`src/rtl/stream_feeder_pkg.sv`:
```
// Shared types and constants for the stream feeder.
// STREAM_FEEDER_SEQ_END_EN adds the ENDCODE state that appends a sequence-end code.
package stream_feeder_pkg;

  localparam int unsigned DefaultFifoDepth = 16;

  // Index 0 is sent first: 00 00 01 B7.
  localparam logic [3:0][7:0] SeqEndCode = {8'hB7, 8'h01, 8'h00, 8'h00};

  typedef enum logic [2:0] {
    StIdle,
    StFeed,
    StDrain,
`ifdef STREAM_FEEDER_SEQ_END_EN
    StEndcode,
`endif
    StDone
  } state_e;

endpackage

```
`src/rtl/stream_feeder_if.sv`:
```
// Host-side byte input and decoder-side byte output of the stream feeder.
interface stream_feeder_if;
  logic [7:0] in_data;
  logic       in_valid;
  logic       in_ready;
  logic [7:0] stream_data;
  logic       stream_valid;
  logic       busy;

  modport master (
    input  in_data, in_valid, busy,
    output in_ready, stream_data, stream_valid
  );

  modport slave (
    output in_data, in_valid, busy,
    input  in_ready, stream_data, stream_valid
  );
endinterface

```
`src/rtl/feeder_fifo.sv`:
```
// Synchronous byte FIFO with registered occupancy count and full/empty flags.
module feeder_fifo #(
  parameter int unsigned DEPTH = 16
) (
  input  logic       sys_clk,
  input  logic       rst,
  input  logic       push,
  input  logic [7:0] wdata,
  input  logic       pop,
  output logic [7:0] rdata,
  output logic       full,
  output logic       empty
);
  localparam int unsigned AW = $clog2(DEPTH);
  localparam int unsigned CW = AW + 1;

  logic [7:0]    mem [DEPTH];
  logic [AW-1:0] wptr_q, rptr_q;
  logic [CW-1:0] count_q;

  assign rdata = mem[rptr_q];
  assign full  = (count_q == CW'(DEPTH));
  assign empty = (count_q == '0);

  always_ff @(posedge sys_clk) begin
    if (push) mem[wptr_q] <= wdata;
  end

  always_ff @(posedge sys_clk or posedge rst) begin
    if (rst) begin
      wptr_q  <= '0;
      rptr_q  <= '0;
      count_q <= '0;
    end else begin
      if (push) wptr_q <= wptr_q + AW'(1);
      if (pop)  rptr_q <= rptr_q + AW'(1);
      case ({push, pop})
        2'b10:   count_q <= count_q + CW'(1);
        2'b01:   count_q <= count_q - CW'(1);
        default: count_q <= count_q;
      endcase
    end
  end
endmodule

```
`src/rtl/stream_feeder.sv`:
```
// Buffers elementary-stream bytes and feeds them to the decoder under play/busy control.
// STREAM_FEEDER_SEQ_END_EN appends 00 00 01 B7 after a flushed stream drains.
module stream_feeder
  import stream_feeder_pkg::*;
#(
  parameter int unsigned FIFO_DEPTH = DefaultFifoDepth,
  parameter int unsigned COUNT_W    = 32
) (
  input  logic               sys_clk,
  input  logic               rst,
  input  logic               play,
  input  logic               flush,
  stream_feeder_if.master    bus,
  output logic [COUNT_W-1:0] stream_dat_count,
  output logic               done
);
  state_e state_q, state_d;

  logic       rdy_en_q;
  logic       fifo_full, fifo_empty, fifo_push, fifo_pop, fifo_src;
  logic [7:0] fifo_rdata;
  // One-byte stage between FIFO and output register; gives the two-edge latency.
  logic [7:0] hold_q;
  logic       hold_valid_q;
  logic       out_valid_q;
  logic [7:0] out_data_q;
  logic [COUNT_W-1:0] count_q;
  logic       src_avail, emit;
  logic [7:0] src_byte;
`ifdef STREAM_FEEDER_SEQ_END_EN
  logic [1:0] end_idx_q;
`endif

  feeder_fifo #(
    .DEPTH (FIFO_DEPTH)
  ) u_fifo (
    .sys_clk (sys_clk),
    .rst     (rst),
    .push    (fifo_push),
    .wdata   (bus.in_data),
    .pop     (fifo_pop),
    .rdata   (fifo_rdata),
    .full    (fifo_full),
    .empty   (fifo_empty)
  );

  assign bus.in_ready     = rdy_en_q && !fifo_full && (state_q == StIdle || state_q == StFeed);
  assign bus.stream_valid = out_valid_q;
  assign bus.stream_data  = out_data_q;
  assign stream_dat_count = count_q;
  assign done             = (state_q == StDone);
  assign fifo_push        = bus.in_valid && bus.in_ready;
  assign fifo_src         = (state_q == StFeed) || (state_q == StDrain);

  always_comb begin
    src_avail = fifo_src && hold_valid_q;
    src_byte  = hold_q;
`ifdef STREAM_FEEDER_SEQ_END_EN
    if (state_q == StEndcode) begin
      src_avail = 1'b1;
      src_byte  = SeqEndCode[end_idx_q];
    end
`endif
    emit     = src_avail && play && !bus.busy;
    fifo_pop = fifo_src && play && !fifo_empty && (!hold_valid_q || emit);
  end

  always_comb begin
    state_d = state_q;
    case (state_q)
      StIdle:  if (play) state_d = StFeed;
      StFeed: begin
        if (flush)      state_d = StDrain;
        else if (!play) state_d = StIdle;
      end
      StDrain: begin
        if (fifo_empty && !hold_valid_q) begin
`ifdef STREAM_FEEDER_SEQ_END_EN
          state_d = StEndcode;
`else
          state_d = StDone;
`endif
        end
      end
`ifdef STREAM_FEEDER_SEQ_END_EN
      StEndcode: if (emit && end_idx_q == 2'd3) state_d = StDone;
`endif
      StDone:  if (!play) state_d = StIdle;
      default: state_d = StIdle;
    endcase
  end

  always_ff @(posedge sys_clk or posedge rst) begin
    if (rst) begin
      state_q      <= StIdle;
      rdy_en_q     <= 1'b0;
      hold_q       <= '0;
      hold_valid_q <= 1'b0;
      out_valid_q  <= 1'b0;
      out_data_q   <= '0;
      count_q      <= '0;
    end else begin
      state_q     <= state_d;
      rdy_en_q    <= 1'b1;
      out_valid_q <= emit;
      if (fifo_pop) begin
        hold_q       <= fifo_rdata;
        hold_valid_q <= 1'b1;
      end else if (emit) begin
        hold_valid_q <= 1'b0;
      end
      if (emit) begin
        out_data_q <= src_byte;
        count_q    <= count_q + COUNT_W'(1);
      end
    end
  end

`ifdef STREAM_FEEDER_SEQ_END_EN
  always_ff @(posedge sys_clk or posedge rst) begin
    if (rst)                        end_idx_q <= '0;
    else if (state_q != StEndcode)  end_idx_q <= '0;
    else if (emit)                  end_idx_q <= end_idx_q + 2'd1;
  end
`endif
endmodule

```
`src/flat_wrapper.sv`:
```
// flat-port wrapper written by rule: the top's interface ports become plain ports
module stream_feeder_flat import stream_feeder_pkg::*;
#(
  parameter int unsigned FIFO_DEPTH = DefaultFifoDepth,
  parameter int unsigned COUNT_W    = 32
)
  (sys_clk, rst, play, flush, stream_dat_count, done, bus_in_data, bus_in_valid, bus_busy, bus_in_ready, bus_stream_data, bus_stream_valid);
  stream_feeder_if bus_i ();
  input  logic sys_clk;
  input  logic rst;
  input  logic play;
  input  logic flush;
  output logic [COUNT_W-1:0] stream_dat_count;
  output logic done;
  input wire logic [$bits(bus_i.in_data)-1:0] bus_in_data;
  input wire logic [$bits(bus_i.in_valid)-1:0] bus_in_valid;
  input wire logic [$bits(bus_i.busy)-1:0] bus_busy;
  output wire logic [$bits(bus_i.in_ready)-1:0] bus_in_ready;
  output wire logic [$bits(bus_i.stream_data)-1:0] bus_stream_data;
  output wire logic [$bits(bus_i.stream_valid)-1:0] bus_stream_valid;
  assign bus_i.in_data = bus_in_data;
  assign bus_i.in_valid = bus_in_valid;
  assign bus_i.busy = bus_busy;
  assign bus_in_ready = bus_i.in_ready;
  assign bus_stream_data = bus_i.stream_data;
  assign bus_stream_valid = bus_i.stream_valid;
  stream_feeder #(.FIFO_DEPTH(FIFO_DEPTH), .COUNT_W(COUNT_W)) u_core (.sys_clk(sys_clk), .rst(rst), .play(play), .flush(flush), .bus(bus_i), .stream_dat_count(stream_dat_count), .done(done));
endmodule
```
`config.mk`:
```
export PLATFORM = sky130hd
export DESIGN_NAME = stream_feeder_flat
export DESIGN_NICKNAME = d
export VERILOG_FILES = /design/src/rtl/stream_feeder_pkg.sv /design/src/rtl/stream_feeder_if.sv /design/src/rtl/feeder_fifo.sv /design/src/rtl/stream_feeder.sv /design/src/flat_wrapper.sv
export SDC_FILE = /design/constraint.sdc
export NUM_CORES = 1
export LEC_CHECK = 0
export CAP_MARGIN = 20
export CORE_ASPECT_RATIO = 0.7
export CORE_MARGIN = 2
export CORE_UTILIZATION = 38
export CTS_CLUSTER_SIZE = 14
export DETAILED_ROUTE_END_ITERATION = 16
export PLACE_DENSITY_LB_ADDON = 0.25
export SYNTH_ARGS = -nofsm -noshare
export SYNTH_HDL_FRONTEND = slang
export SYNTH_HIERARCHICAL = 1
export SYNTH_SLANG_ARGS = --single-unit
export TNS_END_PERCENT = 30
```
`constraint.sdc`:
```
create_clock -name sys_clk -period 3.9 [get_ports sys_clk]
set_input_delay 0.78 -clock sys_clk [delete_from_list [all_inputs] [get_ports sys_clk]]
set_output_delay 0.78 -clock sys_clk [all_outputs]
set_load 0.1 [all_outputs]
```
==> results.md <==
* Logic depth of the worst register-to-register path at 11
* Ratio of final minimum period to clock period at 0.852
* Die Height at 127 um
* NumNets Final at 580
* Critical path type: flop to flop
* Total placed instance area at 9040 um2
* Global route overflow at 0
* Worst hold margin at 0.465 ns
* Average via count per standard cell at 5.22
* Power Dens Cells at 594 nW/um2
* Die footprint at 22,800 um2
* Largest net degree at the start of global routing at 40
* Reg-to-Reg End: u_core/u_fifo/count_q[4]
* Clock-pin slew on the worst setup and hold paths at 0.07 ns
* Max-slew headroom at the worst pin at 0.334
* Worst-case clock skew at 0.0186 ns
* Antenna violations before repair at 0
* Width of the die at 180 um
* Gate power share at 0.226
* Type of destination of the critical path: flop
* Final max-slew violation count at 0
* CTS-repair resized insts at 0
* Net load switching power at 1.79 mW
* First DRT Iteration DRCs at 273
* Share of cells above drive strength 1 at 0.153
* Ant. Diodes at 0
* Final number of hold-violating endpoints at 0
* Routed wire length at 17.2 mm
* Number of placed I/O pins at 57
* GP Congestion at 0.755
* Max stage delay cell, worst path: or4_1
* Vias in the first global route at 4,666
* Synthesized instance count at 501
* Arrival time at the worst endpoint at 3.63 ns
* Synth Area per Inst at 16.4 um2
* Number of storage elements in the synthesis netlist at 195
* Async S/R FF share, synth at 0.344
* Maximum buffer depth of the clock tree at 2
* Number of different library cells in the post-synthesis netlist at 51
* First-pass GRT wire length at 27.0 mm
* Area of the core region at 21,000 um2
* Outcome: finished, final reports clean
* Hold buffers post-CTS at 0
* Synthesis warning total at 6
* Reg2reg setup slack at 0.58 ns
* HP Start: u_core/stream_dat_count[31]
* Number of cells traversed by the worst hold path at 1
* Maximum fanout encountered on the critical timing path at 9
* Post-route antenna net violation count at 0
* Sequential area share after synthesis at 0.672
* Detailed-route wire length per cell at 20.4 um
* Worst min path class: flop to flop
* RSZ-0062 raised after global routing: false
* Cell area after synthesis at 8220 um2
* Design Area, Final at 9650 um2
* Relative contribution of sequential cells to total power at 0.463
* Global routing usage summed across all routing layers at 0.158
* Highest ir drop seen on vdd at 0.386 mV
* Largest area contributor in the synthesized netlist: edfxtp_1
* Final critical-path required period at 3.32 ns
* Worst Hold End: u_core/stream_dat_count[31]
* Setup_tns at 0 ns
* Kind of start point of the critical path: flop
* Clk network pwr share at 0.310
* Insertion delay to the later sink of the worst-skew pair at 0.43 ns
* Port buffer count at 56
* Post-synth EDFFs at 128
* Drc violations at 0
* Layout area overhead at 17.4%
* Starting density of the core at 0.392
* Max frequency at 301 MHz
* Static leakage at 3.63 nW
* Clock tree from TritonCTS: built
* Slew at the pin with the worst max-slew slack at 0.995 ns
* Switching Fraction at 0.313
* Largest stage delay, worst path at 0.56 ns
* Setup repair bufs after CTS at 0
* Max Cap Viol at 0
* Top cell type's share of synthesized area at 0.468
* Detailed placer's ending HPWL at 11.4 mm
* Internal power contribution at 3.94 mW
* Clk sinks at 195
* Number of rows created at floorplan at 44
* Ys flop type: edfxtp_1
* Root buffer selected by CTS: clkbuf_16
* Top cells by area in the synthesized netlist: edfxtp_1, dfrtp_1, mux4_2
* Finish-stage setup viols at 0
* Total number of vias at 4,407
* CTS H-tree depth at 4
* Synthesized netlist net count at 525
* Critical path cell sequence: or4_1 > nor2_1 > a211o_1 > inv_1 > ha_1 > xor2_1 > ha_1 > or4_1 > o22ai_1 > a31oi_1 > xnor2_1
* First drt pass iteration count at 4
* Data required, critical path at 4.21 ns
* Number of buffers created by CTS at 17
* Startpoint of the worst register-to-register path: u_core/u_fifo/count_q[1]
## worst max-delay path by stage
stage,from,end,slack [ns],depth (start not counted)
detailed placement,play,u_core/u_fifo/count_q[4],0.38,9
finish,u_core/u_fifo/count_q[1],u_core/u_fifo/count_q[4],0.58,11
CTS,u_core/u_fifo/count_q[1],u_core/u_fifo/count_q[4],0.56,11
global route,u_core/u_fifo/count_q[1],u_core/u_fifo/count_q[4],0.32,11
global placement,play,u_core/u_fifo/count_q[4],0.46,9
floorplan,u_core/u_fifo/count_q[1],u_core/u_fifo/count_q[4],0.03,15
## registers in the layout, summed over array words and instances, names as in the netlist
name / cells
u_core/u_fifo/rptr_q: 4
u_core/u_fifo/wptr_q: 4
u_core/u_fifo/count_q: 5
u_core/rdy_en_q: 1
u_core/state_q: 3
u_core/bus.stream_valid: 1
u_core/hold_valid_q: 1
u_core/u_fifo/mem: 128
u_core/stream_dat_count: 32
u_core/bus.stream_data: 8
u_core/hold_q: 8
## worst max-delay path: cells and delay by family, from the launching register on
family,cells,cell delay [ns]
simple gates,3,1.15
fa+ha+maj,2,0.48
compound gates,3,0.62
flops,1,0.46
xor+xnor,2,0.28
buf+inv,1,0.23
## power by group through the flow
stage	sequential [mW]	combinational [mW]	clock, mW
floorplan	2.79	0.845	0
global placement	2.70	1.28	0
detailed placement	2.70	1.30	0
CTS	2.66	1.31	1.82
global route	2.70	1.38	1.91
finish	2.66	1.30	1.78
## Yosys cell counts, types with 4 or more instances
cell type  instances
a21oi_1            5
xnor2_1           14
edfxtp_1         128
inv_1             17
mux2_1             8
buf_2              6
dfrtp_1           67
mux4_2            19
nor2_1            15
and2_1            18
ha_1              10
nand2b_1           4
mux4_1            13
xor2_1            28
nand3_1           11
nor3_1            13
nor4_2             9
a22oi_1           16
clkbuf_1          11
nand2_1           26
mux2_2            11
o21ai_0            7
## layer usage
layer / part of all wire / vias up / GRT usage
li1: - / 2000 / -
met1: 0.50 / 2313 / 0.234
met2: 0.45 / 88 / 0.235
met3: 0.049 / 6 / 0.0353
met4: 0.0044 / 0 / 0.0426
met5: 0 / - / 0
## cell type report
type / instances / area, um2
tap: 276 / 345
fill: 1784 / 11300
clock buffer: 23 / 533
multi-input combinational: 265 / 2520
sequential: 195 / 5520
clock inverter: 9 / 80.1
inverter: 17 / 63.8
timing repair buffer: 60 / 588
## layout by cell type, fill, tap and decap left out, types with 10 or more instances in the layout
| master | n |
|---|---|
| a22oi_1 | 16 |
| and2_1 | 18 |
| clkbuf_16 | 21 |
| clkdlybuf4s50_1 | 55 |
| dfrtp_1 | 65 |
| edfxtp_1 | 128 |
| ha_1 | 10 |
| inv_1 | 16 |
| mux2_2 | 11 |
| mux4_1 | 13 |
| mux4_2 | 19 |
| nand2_1 | 26 |
| nand3_1 | 11 |
| nor2_1 | 15 |
| nor3_1 | 13 |
| xnor2_1 | 14 |
| xor2_1 | 28 |
## through the flow
stage                      util  instances  setup WS, ns  power (mW)
after floorplan               -        501        0.0347        3.63
after global placement    0.431        813         0.465        3.97
after detailed placement  0.431        813         0.381        4.00
after CTS                 0.460        845         0.556        5.79
after global routing      0.460        845         0.323        6.00
final                     0.460        845         0.579        5.73
## logic make-up after synthesis
logic type      synth area share
flops                      0.672
other cells             0.000914
buf+inv                   0.0242
compound gates            0.0275
mux                        0.122
xor+xnor                  0.0467
fa+ha+maj                 0.0152
simple gates              0.0918
Note: power is estimated with default switching activity, not from simulation.
